[src/rtl/seq_multi_handler.sv]
// seq_multi_handler: decodes command-bus frames into per-channel serial
// bit-pattern generators with one-shot, idle level and armed/sync start.
module seq_multi_handler #(
    parameter int         NUM_CH    = 8,
    parameter int         MAX_BITS  = 128,
    parameter int         DIV_W     = 16,
    parameter logic [7:0] CFG_TYPE  = 8'hF0,
    parameter logic [7:0] SYNC_TYPE = 8'hF1
) (
    input  logic              clk,
    input  logic              rst,
    input  logic [7:0]        cmd_type,
    input  logic [15:0]       cmd_length,
    input  logic [7:0]        cmd_data,
    input  logic [15:0]       cmd_data_index,
    input  logic              cmd_start,
    input  logic              cmd_data_valid,
    input  logic              cmd_done,
    output logic              cmd_ready,
    output logic [NUM_CH-1:0] seq_pins,
    output logic [NUM_CH-1:0] seq_busy,
    output logic              cfg_err
);

    localparam int PAT_B    = MAX_BITS / 8;
    localparam int CFG_LEN  = 5 + PAT_B;
    localparam int SYNC_LEN = (NUM_CH + 7) / 8;
    localparam int SH_N     = (CFG_LEN > SYNC_LEN) ? CFG_LEN : SYNC_LEN;
    localparam int BIT_W    = $clog2(MAX_BITS);

    typedef enum logic [1:0] {
        S_IDLE,
        S_RX_CFG,
        S_RX_SYNC,
        S_COMMIT
    } state_t;

    state_t      r_state;
    logic        r_is_sync;
    logic [15:0] r_len;
    logic [7:0]  r_sh [SH_N];
    logic        r_ready;
    logic        r_err;

    logic [7:0]          w_ch;
    logic                w_en;
    logic                w_os;
    logic                w_idle;
    logic                w_armed;
    logic [DIV_W-1:0]    w_div;
    logic [7:0]          w_blen;
    logic [MAX_BITS-1:0] w_pat;
    logic [NUM_CH-1:0]   w_mask;
    logic                w_cfg_ok;
    logic                w_sync_ok;
    logic                w_ok;
    logic                w_commit;

    // Shadow byte layout of a CFG frame
    assign w_ch    = r_sh[0];
    assign w_en    = r_sh[1][0];
    assign w_os    = r_sh[1][1];
    assign w_idle  = r_sh[1][2];
    assign w_armed = r_sh[1][3];
    assign w_div   = DIV_W'({r_sh[2], r_sh[3]});
    assign w_blen  = r_sh[4];

    always_comb begin
        w_pat = '0;
        for (int b = 0; b < PAT_B; b++) begin
            w_pat[b*8 +: 8] = r_sh[5+b];
        end
    end

    always_comb begin
        w_mask = '0;
        for (int i = 0; i < NUM_CH; i++) begin
            w_mask[i] = r_sh[i/8][i%8];
        end
    end

    assign w_cfg_ok  = (r_len == 16'(CFG_LEN))
                    && (int'(w_ch) < NUM_CH)
                    && (w_blen != 8'd0)
                    && (int'(w_blen) <= MAX_BITS)
                    && (w_div != '0);
    assign w_sync_ok = (r_len == 16'(SYNC_LEN));
    assign w_ok      = r_is_sync ? w_sync_ok : w_cfg_ok;
    assign w_commit  = (r_state == S_COMMIT);

    // Frame reception; a new start inside RX_* restarts the frame
    always_ff @(posedge clk or posedge rst) begin
        if (rst) begin
            r_state   <= S_IDLE;
            r_is_sync <= 1'b0;
            r_len     <= '0;
            r_ready   <= 1'b1;
            r_err     <= 1'b0;
            for (int j = 0; j < SH_N; j++) begin
                r_sh[j] <= '0;
            end
        end else begin
            r_err <= 1'b0;
            if (r_state != S_COMMIT && cmd_start) begin
                r_len <= cmd_length;
                for (int j = 0; j < SH_N; j++) begin
                    r_sh[j] <= '0;
                end
                if (cmd_type == CFG_TYPE) begin
                    r_state   <= S_RX_CFG;
                    r_is_sync <= 1'b0;
                    r_ready   <= 1'b0;
                end else if (cmd_type == SYNC_TYPE) begin
                    r_state   <= S_RX_SYNC;
                    r_is_sync <= 1'b1;
                    r_ready   <= 1'b0;
                end else begin
                    r_state <= S_IDLE;
                    r_ready <= 1'b1;
                end
            end else begin
                unique case (r_state)
                    S_RX_CFG, S_RX_SYNC: begin
                        if (cmd_data_valid) begin
                            for (int j = 0; j < SH_N; j++) begin
                                if (cmd_data_index == 16'(j)) begin
                                    r_sh[j] <= cmd_data;
                                end
                            end
                        end
                        if (cmd_done) begin
                            r_state <= S_COMMIT;
                        end
                    end
                    S_COMMIT: begin
                        r_state <= S_IDLE;
                        r_ready <= 1'b1;
                        r_err   <= ~w_ok;
                    end
                    default: begin
                        r_state <= S_IDLE;
                    end
                endcase
            end
        end
    end

    logic [MAX_BITS-1:0] r_pat  [NUM_CH];
    logic [DIV_W-1:0]    r_div  [NUM_CH];
    logic [DIV_W-1:0]    r_cnt  [NUM_CH];
    logic [BIT_W-1:0]    r_last [NUM_CH];
    logic [BIT_W-1:0]    r_bit  [NUM_CH];
    logic [NUM_CH-1:0]   r_en;
    logic [NUM_CH-1:0]   r_os;
    logic [NUM_CH-1:0]   r_idle;
    logic [NUM_CH-1:0]   r_busy;
    logic [NUM_CH-1:0]   r_pin;

    // Pin is registered from the bit selected in the previous cycle
    always_ff @(posedge clk or posedge rst) begin
        if (rst) begin
            r_en   <= '0;
            r_os   <= '0;
            r_idle <= '0;
            r_busy <= '0;
            r_pin  <= '0;
            for (int i = 0; i < NUM_CH; i++) begin
                r_pat[i]  <= '0;
                r_div[i]  <= '0;
                r_cnt[i]  <= '0;
                r_last[i] <= '0;
                r_bit[i]  <= '0;
            end
        end else begin
            for (int i = 0; i < NUM_CH; i++) begin
                r_pin[i] <= r_busy[i] ? r_pat[i][r_bit[i]] : r_idle[i];
                if (w_commit && !r_is_sync && w_cfg_ok
                    && (w_ch == 8'(i))) begin
                    r_en[i]   <= w_en;
                    r_os[i]   <= w_os;
                    r_idle[i] <= w_idle;
                    r_div[i]  <= w_div;
                    r_last[i] <= BIT_W'(w_blen - 8'd1);
                    r_pat[i]  <= w_pat;
                    r_cnt[i]  <= '0;
                    r_bit[i]  <= '0;
                    r_busy[i] <= w_en & ~w_armed;
                end else if (w_commit && r_is_sync && w_sync_ok
                             && w_mask[i] && r_en[i]) begin
                    r_cnt[i]  <= '0;
                    r_bit[i]  <= '0;
                    r_busy[i] <= 1'b1;
                end else if (r_busy[i]) begin
                    if (r_cnt[i] == r_div[i] - 1'b1) begin
                        r_cnt[i] <= '0;
                        if (r_bit[i] == r_last[i]) begin
                            r_bit[i] <= '0;
                            if (r_os[i]) begin
                                r_busy[i] <= 1'b0;
                            end
                        end else begin
                            r_bit[i] <= r_bit[i] + 1'b1;
                        end
                    end else begin
                        r_cnt[i] <= r_cnt[i] + 1'b1;
                    end
                end
            end
        end
    end

    assign cmd_ready = r_ready;
    assign seq_pins  = r_pin;
    assign seq_busy  = r_busy;
    assign cfg_err   = r_err;

endmodule

[config.mk]
export PLATFORM = sky130hd
export DESIGN_NAME = seq_multi_handler
export DESIGN_NICKNAME = d
export VERILOG_FILES = /design/src/rtl/seq_multi_handler.sv
export SDC_FILE = /design/constraint.sdc
export NUM_CORES = 2
export LEC_CHECK = 0
export BUFFER_PORTS_ARGS = -buffer_cell sky130_fd_sc_hd__clkbuf_2
export CAP_MARGIN = 15
export CORE_AREA = 3 3 399 499
export CTS_CLUSTER_SIZE = 30
export DETAILED_ROUTE_END_ITERATION = 10
export DIE_AREA = 0 0 402 502
export GPL_ROUTABILITY_DRIVEN = 0
export PLACE_DENSITY = 0.63
export SLEW_MARGIN = 10
export SYNTH_ARGS = -nofsm -noshare
export SYNTH_HDL_FRONTEND = slang
export SYNTH_SLANG_ARGS = --single-unit
export TNS_END_PERCENT = 10
[constraint.sdc]
create_clock -name clk -period 66 [get_ports clk]
set_clock_uncertainty 0.2 [all_clocks]
set_input_delay 6.6 -clock clk [delete_from_list [all_inputs] [get_ports clk]]
set_output_delay 6.6 -clock clk [all_outputs]
set_load 0.03 [all_outputs]
==> results.md <==
* Min Tclk post-route at 10,180 ps
* Root Driver: clkbuf_16
* Final hold violations at 0
* Largest net degree at the start of global routing at 178
* Comb power frac at 1.5%
* DRC at 0
* Cell Chain, Critical Path: clkbuf_2 > inv_8 > buf_4 > buf_4 > buf_4 > buf_4
* Die W at 402 µm
* TritonRoute pass-1 iters at 6
* Placed Cells at 10,417
* Top cells by instance count after synthesis: 3,700 x nand2_1, 1,616 x dfrtp_1, 548 x clkbuf_1
* WL final at 240,000 µm
* Worst path most repeated cell: buf_4
* Sequential share of power at 49.8%
* Syn Nets at 8,383
* Clock power share at 48.7%
* Post-CTS Setup Bufs at 0
* Setup TNS at 0 ps
* EDFF count, synth at 0
* Most used flip-flop cell after synthesis: dfrtp_1
* Critical path arrival at 10,770 ps
* FP Rows at 181
* Count of cell types in the netlist at 89
* PostCTS Resize Cnt at 0
* Tot GR Track Use at 23.7%
* Critical path fanouts, max at 98
* CTS tree: yes
* Yosys warning count at 0
* Via/cell ratio at 5.50
* Vias in the first global route at 57,480
* PnR worst setup slack at 55,820 ps
* Seq cells post-synth at 1,617
* Leak at 0.0428 µW
* Sw Share at 21.7%
* DPL Wire Length at 157,000 µm
* Seq/Total Area, Yosys at 52.1%
* IO Pins at 71
* Slew HR at 19.7%
* VDD IR max at 0.0000186 V
* Crit Path Class: in2async
* Initial Utilization at 39.9%
* Final slew viol count at 0
* Critical Path End Type: async pin
* Synth area leaders: dfrtp_1 52%, nand2_1 18%, mux4_2 9.3%
* Net switching power at 433 µW
* Setup-failing EPs final at 0
* Routing usage on met2 at 38.7%
* Total power at 1990 µW
* Die Height at 502 µm
* Pwr/cell area at 23.3 nW/µm²
* Fmax at 0.0982 GHz
* PortBufs at 70
* Status: completed
* Post-route insts no fill at 10,721
* CTS buffer count at 164
* Initial antenna violation count at 12
* Max clock buf depth at 3
* Worst-path clk slew at 60 ps
* RSZ-0062 raised after global routing: false
* Initial DRC count at 5,889
* Min-delay worst type: reg2reg
* CP required at 66,590 ps
* Share of cells above drive strength 1 at 10.8%
* Mapped Cells at 8,303
* Post-layout util at 43.8%
* Die footprint at 202,000 µm²
* Vias at 58,982
* CTS H-tree lvls at 4
* Slowest-stage cell, CP: buf_4
* Met1 track demand over resource at 30.1%
* Hold_buf cts at 0
* Placeable Area at 195,000 µm²
* Worst Setup Start Kind: input pin
* TritonCTS Sinks at 1,617
* Number of max-cap violations at 0
* Total gr overflow at 0
* Global-route wire length before repair at 364,000 µm
* Critical Path Max Stage Delay at 900 ps
* Cell internal pwr at 1560 µW
* Post-Syn Area at 77,600 µm²
* Worst slack, placed at 54,750 ps
* Ys async rst share at 100%
* Most numerous cell in the Yosys netlist: nand2_1
* Area leader, netlist: dfrtp_1
* Grt peak-use layer: met2
* Fin nets at 8,102
* Area grow syn2layout at 10.0%
* Clk Latency, worst-skew pair at 830 ps
* Worst Tran Pin Value at 1210 ps
* Antenna Nets Post-Route at 0
* Period utilisation layout at 15.4%
* Met3 usage at 4.50%
* Post-synthesis area per instance at 9.35 µm²
* Per-cell routed wire length at 22.4 µm
* Top-area cell type share of the netlist area at 52.1%
## logic make-up (layout without fill, tap and decap cells)
kind of cell | Yosys count | count (layout) | share of synthesized area (%)
other | 0 | 5 | 0
muxes | 537 | 537 | 12.1
and+or+nand+nor | 4709 | 4709 | 24.9
adders and majority gates | 27 | 27 | 0.435
buffers and inverters | 685 | 536 | 3.40
AOI/OAI and AO/OA | 422 | 422 | 3.53
DFF | 1617 | 1617 | 52.1
xor gates and xnor gates | 306 | 306 | 3.45
## stage by stage
stage | area (µm²) | hold WS, ps
2_1_floorplan | 77600 | 231
3_3_place_gp | 79800 | 243
3_5_place_dp | 79800 | 250
4_1_cts | 85400 | 263
5_1_grt | 85400 | 277
6_report | 85400 | 259
## layout make-up
cell class	instances	area, µm²
multi-input cells	6001	34600
clock buffers	253	4990
repair buffers	187	1240
fillers	18542	109000
clock inverters	45	606
inverters	51	199
flip-flops and latches	1617	40500
diodes	5	12.5
well taps	2562	3210
## per-layer routing
layer,wire (µm),part of all wire (%)
met1,96200,40
met2,114000,47
met3,16900,7.0
met4,13000,5.4
met5,82,0.034
## worst max-delay path, delay by kind of cell
| kind | cells | cell delay [ps] |
|---|---|---|
| buffers and inverters | 6 | 3870 |
## worst paths after layout
kind | slack (ps) | endpoint | from | depth (start not counted)
max | 55820 | r_pat[892] | rst | 6
min | 260 | r_pat[370] | r_pat[370] | 2
max reg2reg | 61360 | seq_busy[3] | w_blen[4] | 10
min reg2reg | 260 | r_pat[370] | r_pat[370] | 2
max in group clk | 57240 | r_sh[8] | cmd_data_index[10] | 8
min in group asynchronous | 5690 | r_cnt[72] | rst | 2
## layout by cell type, fill, tap and decap left out, types with 16 or more instances in the layout
master | synthesis | layout
a21oi_1 | 76 | 76
a31oi_1 | 26 | 26
a32o_1 | 20 | 20
and2_1 | 21 | 19
and3_1 | 57 | 57
buf_4 | 1 | 114
clkbuf_1 | 548 | 41
clkbuf_16 | 0 | 170
clkbuf_2 | 1 | 70
clkbuf_8 | 0 | 42
clkinv_2 | 0 | 21
dfrtp_1 | 1616 | 1595
dfrtp_2 | 0 | 21
ha_1 | 27 | 27
inv_1 | 50 | 49
mux2_2 | 29 | 29
mux2i_1 | 188 | 187
mux4_2 | 320 | 320
nand2_1 | 3700 | 3698
nand2b_1 | 23 | 23
nand3_1 | 110 | 110
nand3b_1 | 22 | 22
nand4_1 | 54 | 54
nand4b_1 | 16 | 16
nor2_1 | 401 | 398
nor3_1 | 73 | 73
nor3b_1 | 19 | 19
nor4_1 | 66 | 61
nor4b_1 | 21 | 21
o21ai_0 | 165 | 165
or3_1 | 28 | 28
or4_1 | 31 | 28
xnor2_1 | 159 | 159
xor2_1 | 147 | 147
## registers in the layout, summed over array words and instances (netlist names)
signal	flops
r_pat	1024
r_sh	148
r_cnt	128
r_div	128
r_bit	56
r_last	56
r_len	16
r_en	8
r_idle	8
r_os	8
seq_busy	8
seq_pins	8
w_blen	8
w_ch	8
r_state	2
cfg_err	1
cmd_ready	1
r_is_sync	1
## power by group through the flow
stage / Clock (µW) / Sequential [µW] / Combinational, µW
6_report: 971 / 993 / 29.3
5_1_grt: 1020 / 993 / 33.5
4_1_cts: 985 / 993 / 30.4
3_5_place_dp: 0 / 1010 / 30.3
3_3_place_gp: 0 / 1010 / 29.6
2_1_floorplan: 0 / 1010 / 19.2
Power figures use the tool's default switching activity.
